$ cat config.mk
export PLATFORM = sky130hd
export DESIGN_NAME = ctrl_sequencer
export DESIGN_NICKNAME = d
export VERILOG_FILES = /design/src/rtl/ctrl_sequencer.sv
export SDC_FILE = /design/constraint.sdc
export NUM_CORES = 1
export LEC_CHECK = 0
export ABC_AREA = 1
export ABC_CLOCK_PERIOD_IN_PS = 1700
export BUFFER_PORTS_ARGS = -buffer_cell sky130_fd_sc_hd__buf_2
export CORE_ASPECT_RATIO = 0.75
export CORE_MARGIN = 2
export CORE_UTILIZATION = 42
export DETAILED_ROUTE_END_ITERATION = 7
export HOLD_SLACK_MARGIN = 0.12
export PLACE_DENSITY = 0.85
export SYNTH_ARGS = -nofsm -noshare
export SYNTH_HDL_FRONTEND = slang
export SYNTH_SLANG_ARGS = --single-unit
$ cat constraint.sdc
create_clock -name clk -period 1.7 [get_ports clk]
set_input_delay 0.34 -clock clk [delete_from_list [all_inputs] [get_ports clk]]
set_output_delay 0.34 -clock clk [all_outputs]
set_load 0.03 [all_outputs]
$ cat src/rtl/ctrl_sequencer.sv
// Control sequencer: owns the LOAD/FETCH/DECODE/EXECUTE stage machine and drives every datapath enable.
// Optional macro CTRL_SEQ_STALL_EN lets dmem_ready stall memory-class DECODE/EXECUTE steps.
module ctrl_sequencer #(
  parameter int IW         = 12,
  parameter int PROG_DEPTH = 256,
  parameter int AW         = 8
) (
  input  logic          clk,
  input  logic          rst,
  input  logic          run,
  input  logic          load_valid,
  input  logic          dmem_ready,
  input  logic [IW-1:0] IR,
  input  logic [3:0]    SR,
  output logic [1:0]    stage,
  output logic [AW-1:0] load_addr,
  output logic          load_done,
  output logic [3:0]    ALU_Mode,
  output logic          PC_E,
  output logic          Acc_E,
  output logic          SR_E,
  output logic          IR_E,
  output logic          DR_E,
  output logic          PMem_E,
  output logic          PMem_LE,
  output logic          DMem_E,
  output logic          DMem_WE,
  output logic          ALU_E,
  output logic          MUX1_Sel,
  output logic          MUX2_Sel
);

  typedef enum logic [1:0] {
    LOAD    = 2'd0,
    FETCH   = 2'd1,
    DECODE  = 2'd2,
    EXECUTE = 2'd3
  } stage_t;

  stage_t        r_stage;
  stage_t        w_nextStage;
  logic [AW-1:0] r_loadAddr;
  logic          r_loadDone;

  logic w_isImm;
  logic w_isJump;
  logic w_isMem;
  logic w_isGoto;
  logic w_lastWord;
  logic w_memReady;
  logic w_unused;

  // Classes are mutually exclusive here so the priority order is baked into the decode.
  assign w_isImm    = IR[IW-1];
  assign w_isJump   = ~IR[IW-1] & IR[IW-2];
  assign w_isMem    = (IR[IW-1:IW-3] == 3'b001);
  assign w_isGoto   = (IR[IW-1:IW-4] == 4'b0001);
  assign w_lastWord = (r_loadAddr == AW'(PROG_DEPTH - 1));

`ifdef CTRL_SEQ_STALL_EN
  assign w_memReady = dmem_ready;
`else
  assign w_memReady = 1'b1;
`endif

  assign w_unused = ^{dmem_ready, IR[IW-9:0]};

  always_ff @(posedge clk) begin
    if (!rst) begin
      r_stage    <= LOAD;
      r_loadAddr <= '0;
      r_loadDone <= 1'b0;
    end else begin
      r_stage <= w_nextStage;
      if (r_stage == LOAD && load_valid) begin
        if (w_lastWord) begin
          r_loadAddr <= '0;
          r_loadDone <= 1'b1;
        end else begin
          r_loadAddr <= r_loadAddr + AW'(1);
        end
      end
    end
  end

  always_comb begin
    w_nextStage = r_stage;
    case (r_stage)
      LOAD:    if (load_valid && w_lastWord) w_nextStage = FETCH;
      FETCH:   if (run) w_nextStage = DECODE;
      DECODE:  if (!w_isMem || w_memReady) w_nextStage = EXECUTE;
      EXECUTE: if (!w_isMem || w_memReady) w_nextStage = FETCH;
      default: w_nextStage = LOAD;
    endcase
  end

  // Enables stay at zero for the whole time reset is held low.
  always_comb begin
    ALU_Mode = 4'h0;
    PC_E     = 1'b0;
    Acc_E    = 1'b0;
    SR_E     = 1'b0;
    IR_E     = 1'b0;
    DR_E     = 1'b0;
    PMem_E   = 1'b0;
    PMem_LE  = 1'b0;
    DMem_E   = 1'b0;
    DMem_WE  = 1'b0;
    ALU_E    = 1'b0;
    MUX1_Sel = 1'b0;
    MUX2_Sel = 1'b0;
    if (rst) begin
      case (r_stage)
        LOAD: begin
          PMem_E  = load_valid;
          PMem_LE = load_valid;
        end
        FETCH: begin
          IR_E   = run;
          PMem_E = run;
        end
        DECODE: begin
          if (w_isMem) begin
            DMem_E = 1'b1;
            DR_E   = w_memReady;
          end
        end
        EXECUTE: begin
          if (w_isImm) begin
            PC_E     = 1'b1;
            Acc_E    = 1'b1;
            SR_E     = 1'b1;
            ALU_E    = 1'b1;
            MUX1_Sel = 1'b1;
            MUX2_Sel = 1'b1;
            ALU_Mode = {1'b0, IR[IW-2:IW-4]};
          end else if (w_isJump) begin
            PC_E     = 1'b1;
            MUX1_Sel = SR[IR[IW-3:IW-4]];
          end else if (w_isMem) begin
            PC_E     = w_memReady;
            SR_E     = w_memReady;
            ALU_E    = w_memReady;
            Acc_E    = IR[IW-4] & w_memReady;
            DMem_E   = ~IR[IW-4];
            DMem_WE  = ~IR[IW-4];
            ALU_Mode = IR[IW-5:IW-8];
          end else if (w_isGoto) begin
            PC_E     = 1'b1;
            MUX1_Sel = 1'b1;
          end else begin
            PC_E = 1'b1;
          end
        end
        default: ;
      endcase
    end
  end

  assign stage     = r_stage;
  assign load_addr = r_loadAddr;
  assign load_done = r_loadDone;

endmodule
==> results.toml <==
[critical_path]
worst-r2r-cell-count = 12
worst_ep_required_time_ns = 1.36
timing.critical_path.fanout_max = 4
worstSetupEndpointType = "primary output"
start_kind = "flip-flop"
setup.worst_path.class = "flip-flop to primary output"
data_arrival_time_at_the_worst_slack_endpoint_ns = 1.51

[power_and_ir_drop]
finalPower_mw = 0.5732
vdd.ir_drop.worst_mv = 0.4417
power.density_nw_per_um2 = 410.2
power.static_leakage_nw = 0.6450

[sta]
report.final.setup_viol = 10
max_freq_mhz = 541.1
layout_worst_path_cycle_share_pct = 108.7
timing.final.max_slew_violations = 0
rsz0062_at_grt = "true"
worst_slew_pin_slew_ns = 0.4415
hold-worst-slack_ns = 0.3968
timing.max_slew.rel_slack_pct = 70.26
layout_setup_ws_ns = -0.1482
timing.clock.skew_ns = 0.001642
report.final.hold_viol_count = 0
finalCriticalPeriod_ns = 1.848

[worst_hold_path]
hold_path.class = "input pin to flip-flop"
hold-path-cell-count = 3

[layout]
layout_common_cells = "28 x buf_2, 20 x nand2_1, 14 x inv_1, 14 x nor2_1, 13 x buf_4"
final_net_count = 203
fillerInstances = 105
final_cell_count_no_fill = 198
areaGrowthSynthToFinish_pct = 80.45
area_of_the_multi_input_gates_um2 = 650.6
register_cell_area_after_layout_um2 = 227.7
drive_gt1_share_pct = 54.55
n_antenna_cell = 0
most_common_cell_after_layout_fill_and_taps_aside = "buf_2"
finish.utilization_pct = 80.30

[outcome]
failed_checks = "setup timing"
result_of_the_run = "finished with violations"

[logic_synthesis]
synthesis.instances = 120
sequential_cell_area_fraction_in_the_yosys_report_pct = 28.43
mappedNetlistNets = 146
biggest_area_contributors_in_the_synthesized_netlist = "dfxtp_1 28%, nand2_1 12%, inv_1 9.2%"
yosys.area.top_type = "dfxtp_1"
netlist-cell-type-count = 24
yosysTopAreaCellShare_pct = 28.43
ys_seq_elements = 11
synthesis.area_um2 = 774.5
ys.warnings.count = 0
syn_avg_cell_area_um2 = 6.454

[drt]
detailroute.via_count = 1102
vias_per_cell = 5.566
totalWireLength_mm = 3.414
remaining_routing_drc_violations = 0
detail_route.first_pass.iterations = 4
met3_wirelength_um = 271
met2_length_mm = 1.736
detail_route.wl_per_cell_um = 17.24
top_signal_layer_used = "met4"
postRouteAntennaNets = 0
drt_iter0_markers = 49
met1Wirelength_mm = 1.276

[floorplanning]
die_x_um = 53.59
die_area_um2 = 2207
chipHeight_um = 41.19
initial_standard_cell_utilization_of_the_core_pct = 44.50
boundaryPins = 48
core.rowCount = 13
coreArea_um2 = 1740

[placed_design]
place.detailed.hpwl_mm = 1.896
routability_congestion_estimate_from_global_placement = 0.7510
place.port_buffers = 42
place.detailed.instances = 186

[grt]
number_of_antenna_violations_at_the_first_check_in_global_routing = 0
vias_in_the_first_global_route = 923
grt_use_total_pct = 28.57
grt_pass1_wl_mm = 4.222
grt_start_max_net_pins = 10
grt-ovfl-total = 0

[clocking]
ctsHtreeMaxLevel = 1
cts.clk_slew.worst_paths_ns = 0.07
clock-root-buffer = "clkbuf_4"
cts-buffers-inserted = 3
tritoncts_clock_tree = "yes"
cts_sinks = 11
clkLatencyLatePin_ns = 0.28
clock_path_buffers = 2

[job]
timing.max_cap.violations = 0
==> layer usage <==
layer | vias up | track usage [%]
li1 | 499 | -
met1 | 522 | 31.75
met2 | 65 | 50.31
met3 | 16 | 8.029
met4 | 0 | 16.67
met5 | - | 0
==> cell usage after synthesis (all sizes together) <==
master  instances
dfxtp          11
buf             1
nand3           5
inv            20
a21oi           9
o22ai           1
clkinv          1
nor3b           1
nor2           22
nand2          28
o211ai          1
nand4           1
ha              5
or2             2
o21bai          1
o21ai           7
a31oi           1
nor3            3
==> sequential cells by signal, summed over array words and instances, names as in the netlist <==
signal	count
load_done	1
stage	2
load_addr	8
==> cells by family after synthesis <==
group           after synthesis  synth area share (%)
fa+ha+maj                     5                 8.078
buf+inv                      22                 11.47
simple gates                 62                 36.67
flops                        11                 28.43
compound gates               20                 15.35
==> power breakdown <==
part / internal (mW) / total (mW) / switching, mW / leakage [nW]
Sequential: 0.259 / 0.265 / 0.00568 / 0.0908
Combinational: 0.0444 / 0.121 / 0.0768 / 0.539
Clock: 0.0912 / 0.187 / 0.0963 / 0.0150
==> stage by stage <==
| step | setup WS [ns] | TNS, ns | area (um2) |
|---|---|---|---|
| detailed placement | -0.002863 | -0.002863 | 1127 |
| global placement | 0.05661 | 0 | 1127 |
| CTS | -0.1231 | -0.3918 | 1306 |
| finish | -0.1482 | -0.7401 | 1398 |
| global route | -0.1739 | -1.096 | 1398 |
| floorplan | -0.05862 | -0.1154 | 878.3 |
==> worst max-delay path: stages, from the launching register on <==
cell	delay, ns
dfxtp_4	0.37
ha_4	0.14
nand2_4	0.07
nor2_4	0.12
clkinvlp_4	0.21
a21oi_4	0.18
buf_6	0.15
==> worst paths after layout <==
path | from | to | slack (ns)
hold reg to reg | load_done | load_done | 0.48
setup / recovery | stage[0] | ALU_Mode[0] | -0.15
setup reg to reg | stage[1] | load_addr[5] | -0.04
hold / removal | rst | load_addr[2] | 0.40
==> area by class of cell <==
cell class	count	area share [%]
clock buffer	4	1.880
inverter	21	6.625
multi-input combinational	87	46.55
sequential	11	16.29
tap	22	1.970
timing repair buffer	53	26.68
==> repair_timing <==
action / CTS / global route
pin swaps: 8 / 5
gates resized for setup: 31 / 25
buffers inserted: 6 / 2
setup endpoints to repair: 10 / 16
hold buffers: 0 / 0
(Power assumes the default switching activity.)
